`src/rtl/icache_pkg.sv`:
```
// Shared types and helpers for the SM instruction-cache controller.
// Default geometry, the FSM state encoding and line-address field extraction.
package icache_pkg;

  localparam int TAG_WIDTH_DEF = 7;
  localparam int SET_WIDTH_DEF = 5;
  localparam int NUM_WAY_DEF   = 2;
  localparam int WAY_DEPTH_DEF = 1;
  localparam int NUM_SET       = 2 ** SET_WIDTH_DEF;

  typedef logic [TAG_WIDTH_DEF+SET_WIDTH_DEF-1:0] line_addr_t;

  typedef enum logic [2:0] {
    ST_IDLE,
    ST_LOOKUP,
    ST_MISS_REQ,
    ST_MISS_WAIT,
    ST_REPLAY
  } state_t;

  function automatic logic [TAG_WIDTH_DEF-1:0] get_tag(input line_addr_t addr);
    return addr[TAG_WIDTH_DEF+SET_WIDTH_DEF-1 -: TAG_WIDTH_DEF];
  endfunction

  function automatic logic [SET_WIDTH_DEF-1:0] get_set(input line_addr_t addr);
    return addr[SET_WIDTH_DEF-1:0];
  endfunction

endpackage

```
`src/rtl/tag_checker_icache.sv`:
```
// Parallel tag compare across the ways of one set.
// Returns a hit flag and the binary index of the matching valid way.
module tag_checker_icache
  import icache_pkg::*;
#(
  parameter int TAG_WIDTH = TAG_WIDTH_DEF,
  parameter int NUM_WAY   = NUM_WAY_DEF,
  parameter int WAY_DEPTH = WAY_DEPTH_DEF
) (
  input  logic [TAG_WIDTH-1:0]              tag,
  input  logic [NUM_WAY-1:0][TAG_WIDTH-1:0] way_tags,
  input  logic [NUM_WAY-1:0]                way_valid,
  output logic                              hit,
  output logic [WAY_DEPTH-1:0]              way
);

  always_comb begin
    hit = 1'b0;
    way = '0;
    for (int w = 0; w < NUM_WAY; w++) begin
      if (way_valid[w] && (way_tags[w] == tag)) begin
        hit = 1'b1;
        way = WAY_DEPTH'(w);
      end
    end
  end

endmodule

```
`src/rtl/icache_ctrl.sv`:
```
// Instruction-cache lookup/miss controller: owns tags, valid bits and LRU pointers,
// sequences hits, line fills from memory, refill writes and whole-cache flushes.
module icache_ctrl
  import icache_pkg::*;
#(
  parameter int TAG_WIDTH = TAG_WIDTH_DEF,
  parameter int SET_WIDTH = SET_WIDTH_DEF,
  parameter int NUM_WAY   = NUM_WAY_DEF,
  parameter int WAY_DEPTH = WAY_DEPTH_DEF
) (
  input  logic                           clk,
  input  logic                           rst_n,
  input  logic                           core_req_valid_i,
  output logic                           core_req_ready_o,
  input  logic [TAG_WIDTH+SET_WIDTH-1:0] core_req_addr_i,
  output logic                           core_rsp_valid_o,
  output logic [SET_WIDTH-1:0]           core_rsp_set_o,
  output logic [WAY_DEPTH-1:0]           core_rsp_way_o,
  output logic                           mem_req_valid_o,
  input  logic                           mem_req_ready_i,
  output logic [TAG_WIDTH+SET_WIDTH-1:0] mem_req_addr_o,
  input  logic                           mem_rsp_valid_i,
  output logic                           data_we_o,
  output logic [SET_WIDTH-1:0]           data_set_o,
  output logic [WAY_DEPTH-1:0]           data_way_o,
  input  logic                           flush_i,
  output logic                           busy_o
);

  localparam int ADDR_W = TAG_WIDTH + SET_WIDTH;
  localparam int SETS   = 2 ** SET_WIDTH;

  // Handshakes: a transfer happens on a rising edge where valid and ready are both high.
  state_t                           state;
  logic [ADDR_W-1:0]                addr_q;
  logic [WAY_DEPTH-1:0]             victim_q;
  logic                             flush_pending;
  logic [NUM_WAY-1:0]               valid_q [SETS];
  logic [WAY_DEPTH-1:0]             ptr_q   [SETS];
  logic [NUM_WAY-1:0][TAG_WIDTH-1:0] tag_q  [SETS];

  logic [SET_WIDTH-1:0] set_q;
  logic [TAG_WIDTH-1:0] req_tag;
  logic                 hit;
  logic [WAY_DEPTH-1:0] hit_way;
  logic [WAY_DEPTH-1:0] victim;
  logic                 req_fire;
  logic                 refill;

  assign set_q   = addr_q[SET_WIDTH-1:0];
  assign req_tag = addr_q[ADDR_W-1 -: TAG_WIDTH];

  tag_checker_icache #(
    .TAG_WIDTH (TAG_WIDTH),
    .NUM_WAY   (NUM_WAY),
    .WAY_DEPTH (WAY_DEPTH)
  ) u_tag_checker (
    .tag       (req_tag),
    .way_tags  (tag_q[set_q]),
    .way_valid (valid_q[set_q]),
    .hit       (hit),
    .way       (hit_way)
  );

  function automatic logic [WAY_DEPTH-1:0] next_way(input logic [WAY_DEPTH-1:0] w);
    return (int'(w) == NUM_WAY - 1) ? '0 : w + 1'b1;
  endfunction

  // Lowest-index invalid way wins; fall back to the LRU pointer when the set is full.
  always_comb begin
    victim = ptr_q[set_q];
    for (int w = NUM_WAY - 1; w >= 0; w--) begin
      if (!valid_q[set_q][w]) victim = WAY_DEPTH'(w);
    end
  end

  assign core_req_ready_o = ((state == ST_IDLE) || ((state == ST_LOOKUP) && hit))
                            && !flush_pending && !flush_i;
  assign req_fire         = core_req_valid_i && core_req_ready_o;
  assign refill           = (state == ST_MISS_WAIT) && mem_rsp_valid_i;

  assign core_rsp_valid_o = ((state == ST_LOOKUP) && hit) || (state == ST_REPLAY);
  assign core_rsp_set_o   = set_q;
  assign core_rsp_way_o   = (state == ST_REPLAY) ? victim_q : hit_way;
  assign data_we_o        = refill;
  assign data_set_o       = set_q;
  assign data_way_o       = victim_q;
  assign busy_o           = (state != ST_IDLE) || flush_pending;

  always_ff @(posedge clk or negedge rst_n) begin
    if (!rst_n) begin
      state           <= ST_IDLE;
      addr_q          <= '0;
      victim_q        <= '0;
      flush_pending   <= 1'b0;
      mem_req_valid_o <= 1'b0;
      mem_req_addr_o  <= '0;
      for (int s = 0; s < SETS; s++) begin
        valid_q[s] <= '0;
        ptr_q[s]   <= '0;
      end
    end else begin
      if (flush_i) flush_pending <= 1'b1;
      case (state)
        ST_IDLE: begin
          if (req_fire) begin
            addr_q <= core_req_addr_i;
            state  <= ST_LOOKUP;
          end else if (flush_pending) begin
            for (int s = 0; s < SETS; s++) begin
              valid_q[s] <= '0;
              ptr_q[s]   <= '0;
            end
            flush_pending <= flush_i;
          end
        end
        ST_LOOKUP: begin
          if (hit) begin
            ptr_q[set_q] <= next_way(hit_way);
            if (req_fire) addr_q <= core_req_addr_i;
            else          state  <= ST_IDLE;
          end else begin
            victim_q        <= victim;
            mem_req_valid_o <= 1'b1;
            mem_req_addr_o  <= addr_q;
            state           <= ST_MISS_REQ;
          end
        end
        ST_MISS_REQ: begin
          if (mem_req_ready_i) begin
            mem_req_valid_o <= 1'b0;
            state           <= ST_MISS_WAIT;
          end
        end
        ST_MISS_WAIT: begin
          if (mem_rsp_valid_i) begin
            valid_q[set_q][victim_q] <= 1'b1;
            ptr_q[set_q]             <= next_way(victim_q);
            state                    <= ST_REPLAY;
          end
        end
        ST_REPLAY: state <= ST_IDLE;
        default:   state <= ST_IDLE;
      endcase
    end
  end

  // Tag storage is not reset; the valid bits guard it.
  always_ff @(posedge clk) begin
    if (refill) tag_q[set_q][victim_q] <= req_tag;
  end

endmodule
```
`config.mk`:
```
export PLATFORM = sky130hd
export DESIGN_NAME = icache_ctrl
export DESIGN_NICKNAME = d
export VERILOG_FILES = /design/src/rtl/icache_pkg.sv /design/src/rtl/tag_checker_icache.sv /design/src/rtl/icache_ctrl.sv
export SDC_FILE = /design/constraint.sdc
export NUM_CORES = 1
export LEC_CHECK = 0
export CAP_MARGIN = 5
export CORE_MARGIN = 4
export CORE_UTILIZATION = 55
export CTS_BUF_LIST = sky130_fd_sc_hd__clkbuf_8
export DETAILED_ROUTE_END_ITERATION = 7
export PLACE_DENSITY = 0.78
export RECOVER_POWER = 25
export SLEW_MARGIN = 5
export SYNTH_ARGS = -nofsm -noshare
export SYNTH_HDL_FRONTEND = slang
export SYNTH_SLANG_ARGS = --single-unit
export TNS_END_PERCENT = 20
```
`constraint.sdc`:
```
create_clock -name clk -period 3.3 [get_ports clk]
set_clock_uncertainty 0.1 [all_clocks]
set_input_delay 0.33 -clock clk [delete_from_list [all_inputs] [get_ports clk]]
set_output_delay 0.33 -clock clk [all_outputs]
set_load 0.05 [all_outputs]
```
==> results of run 1 <==
==> power groups by stage <==
stage / logic, W / registers [W] / clock network, W
after floorplan: 0.00518 / 0.0100 / 0
after global placement: 0.00880 / 0.00971 / 0
after detailed placement: 0.00893 / 0.00974 / 0
after CTS: 0.00970 / 0.00956 / 0.00541
after global routing: 0.0113 / 0.00958 / 0.00580
final: 0.0109 / 0.00955 / 0.00538
==> timing repair <==
item,4_1_cts,5_1_grt
gates resized for setup,58,81
setup endpoints to repair,64,63
pin swaps,33,26
hold endpoints to repair,49,0
cloned,5,5
hold buffers,1,0
buffers inserted,13,25
==> worst max path at each step <==
stage | slack, ps | end
after floorplan | -250 | core_req_ready_o
after global placement | -820 | core_req_ready_o
after detailed placement | -880 | mem_req_addr_o[9]
after CTS | -1200 | core_rsp_valid_o
after global routing | -1260 | core_rsp_valid_o
final | -1200 | core_req_ready_o
==> layer usage <==
metal  vias up  track usage (%)  part of all wire, %
met4         0             10.5                  3.6
met3       165             5.54                   10
li1       6788                -                    -
met2      1014             43.9                   48
met5         -                0                    0
met1      8020             38.1                   38
==> area by class of cell <==
type / count / area share (%)
Multi-Input combinational cell: 900 / 24.5
Inverter: 37 / 0.474
Timing Repair Buffer: 318 / 10.5
Clock inverter: 62 / 1.07
Tap cell: 585 / 2.50
Clock buffer: 90 / 4.23
Sequential cell: 574 / 56.8
==> per-stage QoR <==
stage                     worst slack (ps)  TNS (ps)
final                                -1200    -43770
after CTS                            -1200    -37040
after global placement                -821    -44570
after global routing                 -1260    -46670
after floorplan                       -251      -448
after detailed placement              -879    -45460
==> flip-flops by register name, indices dropped and copies added, names as in the netlist <==
signal and count:
valid_q 64, mem_req_addr_o 12, addr_q 12, tag_q 448
state 3, flush_pending 1, mem_req_valid_o 1, data_way_o 1
ptr_q 32
==> synthesized netlist by cell type, types with 8 or more instances <==
master and instances:
edfxtp_1 448, mux2i_1 229, nor2_1 177, dfrtp_1 126, o22ai_1 112, a21oi_1 93, nand2_1 62, clkbuf_1 41
o21ai_0 38, inv_1 36, buf_2 29, nor4_1 25, buf_4 24, mux4_2 23, a221oi_2 18, mux2_2 18
buf_6 16, and2_1 8, mux2_1 8, or4_1 8
==> cell families after synthesis <==
logic type / Yosys count
flip-flops: 574
AND/OR/NAND/NOR: 328
AO/OA/AOI/OAI: 287
multiplexers: 278
buffers and inverters: 148
XOR/XNOR: 7
==> critical path: stages (launching register included) <==
cell and delay (ps):
dfrtp_4 510, buf_6 130, buf_12 140, buf_12 160, mux2i_1 210, o22ai_2 120, or4_4 570, or3_4 340
a21oi_2 130, nand4_1 300, o31ai_4 160, buf_12 150, nor2_2 60, nor4_4 210, buf_12 180
==> results.md, run 1 <==
- Outcome: finished, violations left
- Violations in the final reports: capacitance limit, slew limit, setup timing
- First-pass DRT Iterations: 6
- Largest family of logic cells by synthesized area: multiplexers
- Initial core utilization: 55.6%
- Tot Pwr: 0.0258 W
- R2R Path End: addr_q[4]
- Dominant cell type by area after synthesis: edfxtp_1
- Top-area cell type share of the netlist area: 56.2%
- Synth-to-Final Area Change: 22.2%
- Syn Area/Cell: 14.8 sq um
- Sink Count: 574
- Worst-Skew Late Latency: 670 ps
- Power share of the sequential group: 37.0%
- Total number of vias: 16000
- Leakage power: 10.8 nW
- Adder-Cell Fraction of Synth Area: 0%
- Yosys reg bits: 574
- CTS Root Cell: clkbuf_8
- Hpwl dp: 43800 um
- GRT overflow: 0
- Die H: 217 um
- Seq/Total Area, Yosys: 69.3%
- Most common cell after layout, fill and taps aside: edfxtp_1
- Worst hold endpoint: addr_q[6]
- Xor/xnor share of the synthesized area: 0.256%
- Critical Path Source Type: flop
- Element type at the critical path end: output port
- Max-cap viol count: 2
- RSZ-0062 raised after global routing: yes
- Die area: 47000 sq um
- Crit Path Class: flop to output port
- Nets: 1935
- Post-synthesis mux area share: 13.0%
- Post-synthesis simple-gate area fraction: 6.36%
- Worst slew margin: -82.0%
- Starting DRT DRC Count: 1912
- Area fraction in compound gates after synthesis: 7.75%
- Critical path fanouts, max: 11
- Final core occ: 68.0%
- Port buffer count: 46
- Htree depth: 3
- Internal Power: 0.0162 W
- Commonest non-fill, non-tap cells in the layout: 448 x edfxtp_1, 208 x buf_4, 204 x mux2i_1, 175 x nor2_1, 119 x dfrtp_1
- Critical Path RT: 2870 ps
- DR DRC count: 0
- FMAX: 222 MHz
- Post-Route WL: 67400 um
- Switching part of the total: 37.0%
- Ys flop type: edfxtp_1
- All-Layer GR Usage: 27.6%
- Final Worst Setup Slack: -1200 ps
- Final hold vios: 0
- Reg clk slew, reported paths: 60 ps
- # IOs: 47
- Largest net degree at the start of global routing: 53
- Post-synth EDFFs: 448
- Core Rows: 76
- Fin area: 29300 sq um
- Post-Syn Area: 24000 sq um
- Flop-to-flop setup slack: -760 ps
- Synth top area cells: edfxtp_1 56%, dfrtp_1 13%, mux2i_1 9.6%
- Final Wtd Congestion: 0.941
- Hold Crit Start: core_req_addr_i[6]
- Total core area: 43100 sq um
- Final std cells w/o fill: 2566
- R2R cell count: 15
- Multi-input logic area: 7170 sq um
- Sequential cell area: 16600 sq um
- Number of global-route vias before repair: 15600
- Post-route ant nets: 0
- Vias per cell: 6.23
- R2R Path Start: addr_q[0]
- Crit path DAT: 4070 ps
- VDD IR max: 0.693 mV
- Diode count: 0
- Share of flip-flops with an asynchronous set or reset: 22.0%
- DIE WIDTH: 217 um
- Net switching power: 0.00955 W
- Dpl cells: 2365
- Period minus WS final: 4500 ps
- Slew Limit Fails: 85
- Clock network power share: 20.9%
- Worst Hold Class: input pin to flop
- Layout cells sized above 1: 27.1%
- First-pass GRT wire length: 97300 um
- Hold path cells: 2
- Warnings, synthesis: 0
- CTS tree: yes
- Fill cell count: 2798
- Placed Area: 26500 sq um
- Worst Tran Pin Value: 2730 ps
- Critical Path Start: addr_q[0]
- Setup violation total in the final timing report: 63
- Syn nets: 1640
- Hold slack: 178 ps
- DR WL/cell: 26.3 um
- Cts bufs inserted: 86
- Combinational power share: 42.1%
- Final period util: 136%
- Post-synthesis cell type count: 51
- Clk buf depth: 3
- Synthesized instance count: 1622
- Initial antenna violation count: 1
- Power per cell area: 881 nW/um^2
Note: power is estimated with default switching activity, not from simulation.
==> inputs of run 2 (changes only) <==
--- a/config.mk
+++ b/config.mk
@@ -15,5 +15,6 @@
 export SLEW_MARGIN = 5
 export SYNTH_ARGS = -nofsm -noshare
 export SYNTH_HDL_FRONTEND = slang
+export SYNTH_HIERARCHICAL = 1
 export SYNTH_SLANG_ARGS = --single-unit
 export TNS_END_PERCENT = 20
==> run 2 against run 1 <==
Compared with the run above: the run still ends with capacitance limit, slew limit, setup timing left; fmax rose by 6.1%; count of clock-buffer cells in the layout shrank 1; sequential power is essentially flat; critical path type unchanged; largest cell class unchanged; largest power group is now registers.
==> results.md, run 2 <==
- WP buf/inv: 6 (was 5)
- Total number of vias: 13800 (was 16000)
- Critical path fanouts, max: 8 (was 11)
- Syn Area/Cell: 17.6 sq um (was 14.8 sq um)
- Period minus WS final: 4240 ps (was 4500 ps)
- Number of global-route vias before repair: 14200 (was 15600)
- Worst Hold Class: input pin to flop (unchanged)
- Die area: 45300 sq um (was 47000 sq um)
- Largest net degree at the start of global routing: 109 (was 53)
- Setup violation total in the final timing report: 61 (was 63)
- Hold path cells: 2 (unchanged)
- Final period util: 129% (was 136%)
- Share of flip-flops with an asynchronous set or reset: 22.0% (unchanged)
- Clk buf depth: 3 (unchanged)
- Vias per cell: 6.42 (was 6.23)
- Cell with the most instances after synthesis: edfxtp_1 (unchanged)
- CP max-delay cell: mux4_2 (was or4_4)
- Hpwl dp: 36100 um (was 43800 um)
- Post-synthesis cell type count: 48 (was 51)
- CTS tree: yes (unchanged)
- Outcome: finished, violations left (unchanged)
- Power per cell area: 879 nW/um^2 (was 881 nW/um^2)
- First-pass GRT wire length: 88100 um (was 97300 um)
- Hold slack: 178 ps (about the same)
- Final core occ: 67.2% (was 68.0%)
- Commonest non-fill, non-tap cells in the layout: 448 x edfxtp_1, 158 x buf_4, 121 x mux4_2, 120 x dfrtp_1, 89 x clkbuf_8 (was 448 x edfxtp_1, 208 x buf_4, 204 x mux2i_1, 175 x nor2_1, 119 x dfrtp_1)
- Most common library cells after synthesis: 448 x edfxtp_1, 126 x dfrtp_1, 121 x mux4_2 (was 448 x edfxtp_1, 229 x mux2i_1, 177 x nor2_1)
- Post-route ant nets: 0 (unchanged)
- R2R Path End: ptr_q[16] (was addr_q[4])
- Worst-Skew Late Latency: 640 ps (was 670 ps)
- RSZ-0062 raised after global routing: yes (unchanged)
- Worst hold endpoint: flush_pending (was addr_q[6])
- Synthesized instance count: 1311 (was 1622)
- Critical Path Source Type: flop (unchanged)
- Port buffer count: 46 (unchanged)
- GRT overflow: 0 (unchanged)
- Syn nets: 1329 (was 1640)
- Post-Syn Area: 23100 sq um (was 24000 sq um)
- Fill cell count: 2628 (was 2798)
- Hold Crit Start: flush_i (was core_req_addr_i[6])
- First-pass DRT Iterations: 6 (unchanged)
- Warnings, synthesis: 6 (was 0)
- Synth top area cells: edfxtp_1 58%, dfrtp_1 14%, mux4_2 12% (was edfxtp_1 56%, dfrtp_1 13%, mux2i_1 9.6%)
- Final Worst Setup Slack: -943 ps (was -1200 ps)
- Top-area cell type share of the netlist area: 58.3% (was 56.2%)
- Biggest regs: tag_q: 448 flops, valid_q: 64 flops, ptr_q: 32 flops (unchanged)
- Delay-heaviest family, CP: buffers and inverters (was simple AND/OR/NAND/NOR gates)
- Element type at the critical path end: output port (unchanged)
- Starting DRT DRC Count: 1979 (was 1912)
- Most common cell after layout, fill and taps aside: edfxtp_1 (unchanged)
- CP max stage delay: 560 ps (was 570 ps)
- Seq/Total Area, Yosys: 72.0% (was 69.3%)
- DR DRC count: 0 (unchanged)
- Final hold vios: 0 (unchanged)
- DIE WIDTH: 213 um (was 217 um)
- Synth-to-Final Area Change: 19.7% (was 22.2%)
- Sink Count: 574 (unchanged)
- Final Wtd Congestion: 0.901 (was 0.941)
- Crit path DAT: 3810 ps (was 4070 ps)
- Dpl ws: -546 ps (was -879 ps)
- Htree depth: 3 (unchanged)
- Initial antenna violation count: 1 (unchanged)
- Post-Route WL: 58600 um (was 67400 um)
- Die H: 213 um (was 217 um)
- Flop-to-flop setup slack: -770 ps (was -760 ps)
- Reg clk slew, reported paths: 70 ps (was 60 ps)
- Ys flop type: edfxtp_1 (unchanged)
- Total core area: 41100 sq um (was 43100 sq um)
- Most frequent CP cell: buf_6 (was buf_12)
- Leakage power: 10.4 nW (was 10.8 nW)
- Initial core utilization: 56.1% (was 55.6%)
- Crit Path Class: flop to output port (unchanged)
- Critical Path RT: 2870 ps (about the same)
- Yosys reg bits: 574 (unchanged)
- Violations in the final reports: capacitance limit, slew limit, setup timing (unchanged)
- Worst Tran Pin Value: 2780 ps (was 2730 ps)
- Slew Limit Fails: 249 (was 85)
- Cts bufs inserted: 83 (was 86)
- # IOs: 47 (unchanged)
- FMAX: 236 MHz (was 222 MHz)
- R2R Path Start: addr_q[0] (unchanged)
- CP cell instances: buf_6 -> buf_12 -> buf_16 -> mux4_2 -> a22oi_1 -> nand4_1 -> xnor2_1 -> nand4_1 -> nor2_4 -> a41o_1 -> buf_6 -> nor2b_4 -> nor2_4 -> buf_6 -> buf_12 (was buf_6 -> buf_12 -> buf_12 -> mux2i_1 -> o22ai_2 -> or4_4 -> or3_4 -> a21oi_2 -> nand4_1 -> o31ai_4 -> buf_12 -> nor2_2 -> nor4_4 -> buf_12)
- Nets: 1575 (was 1935)
- Largest Register: tag_q (unchanged)
- VDD IR max: 0.850 mV (was 0.693 mV)
- R2R cell count: 17 (was 15)
- Max-cap viol count: 5 (was 2)
- CTS Root Cell: clkbuf_8 (unchanged)
- Post-synth EDFFs: 448 (unchanged)
- All-Layer GR Usage: 26.4% (was 27.6%)
- Dominant cell type by area after synthesis: edfxtp_1 (unchanged)
- Max reg flops: 448 (unchanged)
- DR WL/cell: 27.1 um (was 26.3 um)
- Layout cells sized above 1: 32.6% (was 27.1%)
- Worst slew margin: -85.1% (was -82.0%)
- Core Rows: 74 (was 76)
run 2: repair_timing:
| action | 4_1_cts | 5_1_grt |
|---|---|---|
| gates cloned | 7 | 0 |
| endpoints found under the setup margin | 61 | 63 |
| pin swaps | 15 | 11 |
| endpoints found under the hold margin | 107 | 0 |
| buffers inserted | 17 | 4 |
| gates resized for setup | 97 | 21 |
| hold buffers | 1 | 0 |
run 2: power breakdown:
| group | leakage (nW) | internal [W] | switching [W] |
|---|---|---|---|
| clock | 0.889 | 0.00274 | 0.00262 |
| combinational | 3.70 | 0.00401 | 0.00538 |
| sequential | 5.77 | 0.00902 | 0.000506 |
run 2: through the flow:
| stage | cells | setup TNS (ps) | area, sq um | total power (W) |
|---|---|---|---|---|
| after floorplan | 1311 | -12670 | 23300 | 0.0149 |
| after global placement | 1976 | -24710 | 25400 | 0.0177 |
| after detailed placement | 1976 | -25710 | 25400 | 0.0179 |
| after CTS | 2154 | -27010 | 27600 | 0.0241 |
| after global routing | 2157 | -44380 | 27600 | 0.0252 |
| final | 2158 | -35960 | 27600 | 0.0243 |
run 2: worst max-delay path by stage:
stage	startpoint	endpoint	slack, ps	cells after the start
floorplan	addr_q[0]	addr_q[5]	-280	15
global placement	addr_q[0]	ptr_q[6]	-490	14
detailed placement	addr_q[0]	ptr_q[14]	-550	14
CTS	addr_q[0]	core_req_ready_o	-880	13
global route	addr_q[0]	core_req_ready_o	-1060	15
finish	addr_q[0]	core_req_ready_o	-940	15
run 2: logic make-up after synthesis:
kind of cell,synth area share (%)
AO/OA/AOI/OAI,6.84
AND/OR/NAND/NOR,4.03
flip-flops,72.0
multiplexers,14.4
XOR/XNOR,0.531
buffers and inverters,2.26
run 2: worst register-to-register path: stages (launching register included):
cell and delay, ps:
dfrtp_4 530, buf_6 140, buf_12 120, buf_16 170, mux4_2 570, a22oi_1 200
nand4_1 120, xnor2_1 220, nand4_1 170, nor2_4 200, a41o_1 190, buf_4 130
mux2i_1 60, o21ai_1 130, nand2b_1 150, buf_4 170, or3_4 450, o22ai_1 190
run 2: layout make-up:
| cell class | instances | area (sq um) | area share [%] |
|---|---|---|---|
| sequential | 574 | 16600 | 60.2 |
| multi-input combinational | 635 | 6220 | 22.5 |
| timing repair buffer | 257 | 2510 | 9.09 |
| clock buffer | 89 | 1220 | 4.43 |
| tap | 532 | 666 | 2.41 |
| clock inverter | 64 | 353 | 1.28 |
| inverter | 6 | 22.5 | 0.0815 |
| antenna | 1 | 2.50 | 0.00906 |
run 2: per-layer routing:
layer	vias to the layer above	GRT usage [%]	part of all wire (%)
met5	-	0	0.10
met4	2	11.0	3.8
met3	158	8.61	12
met2	987	40.1	47
met1	6991	35.8	37
li1	5709	-	-
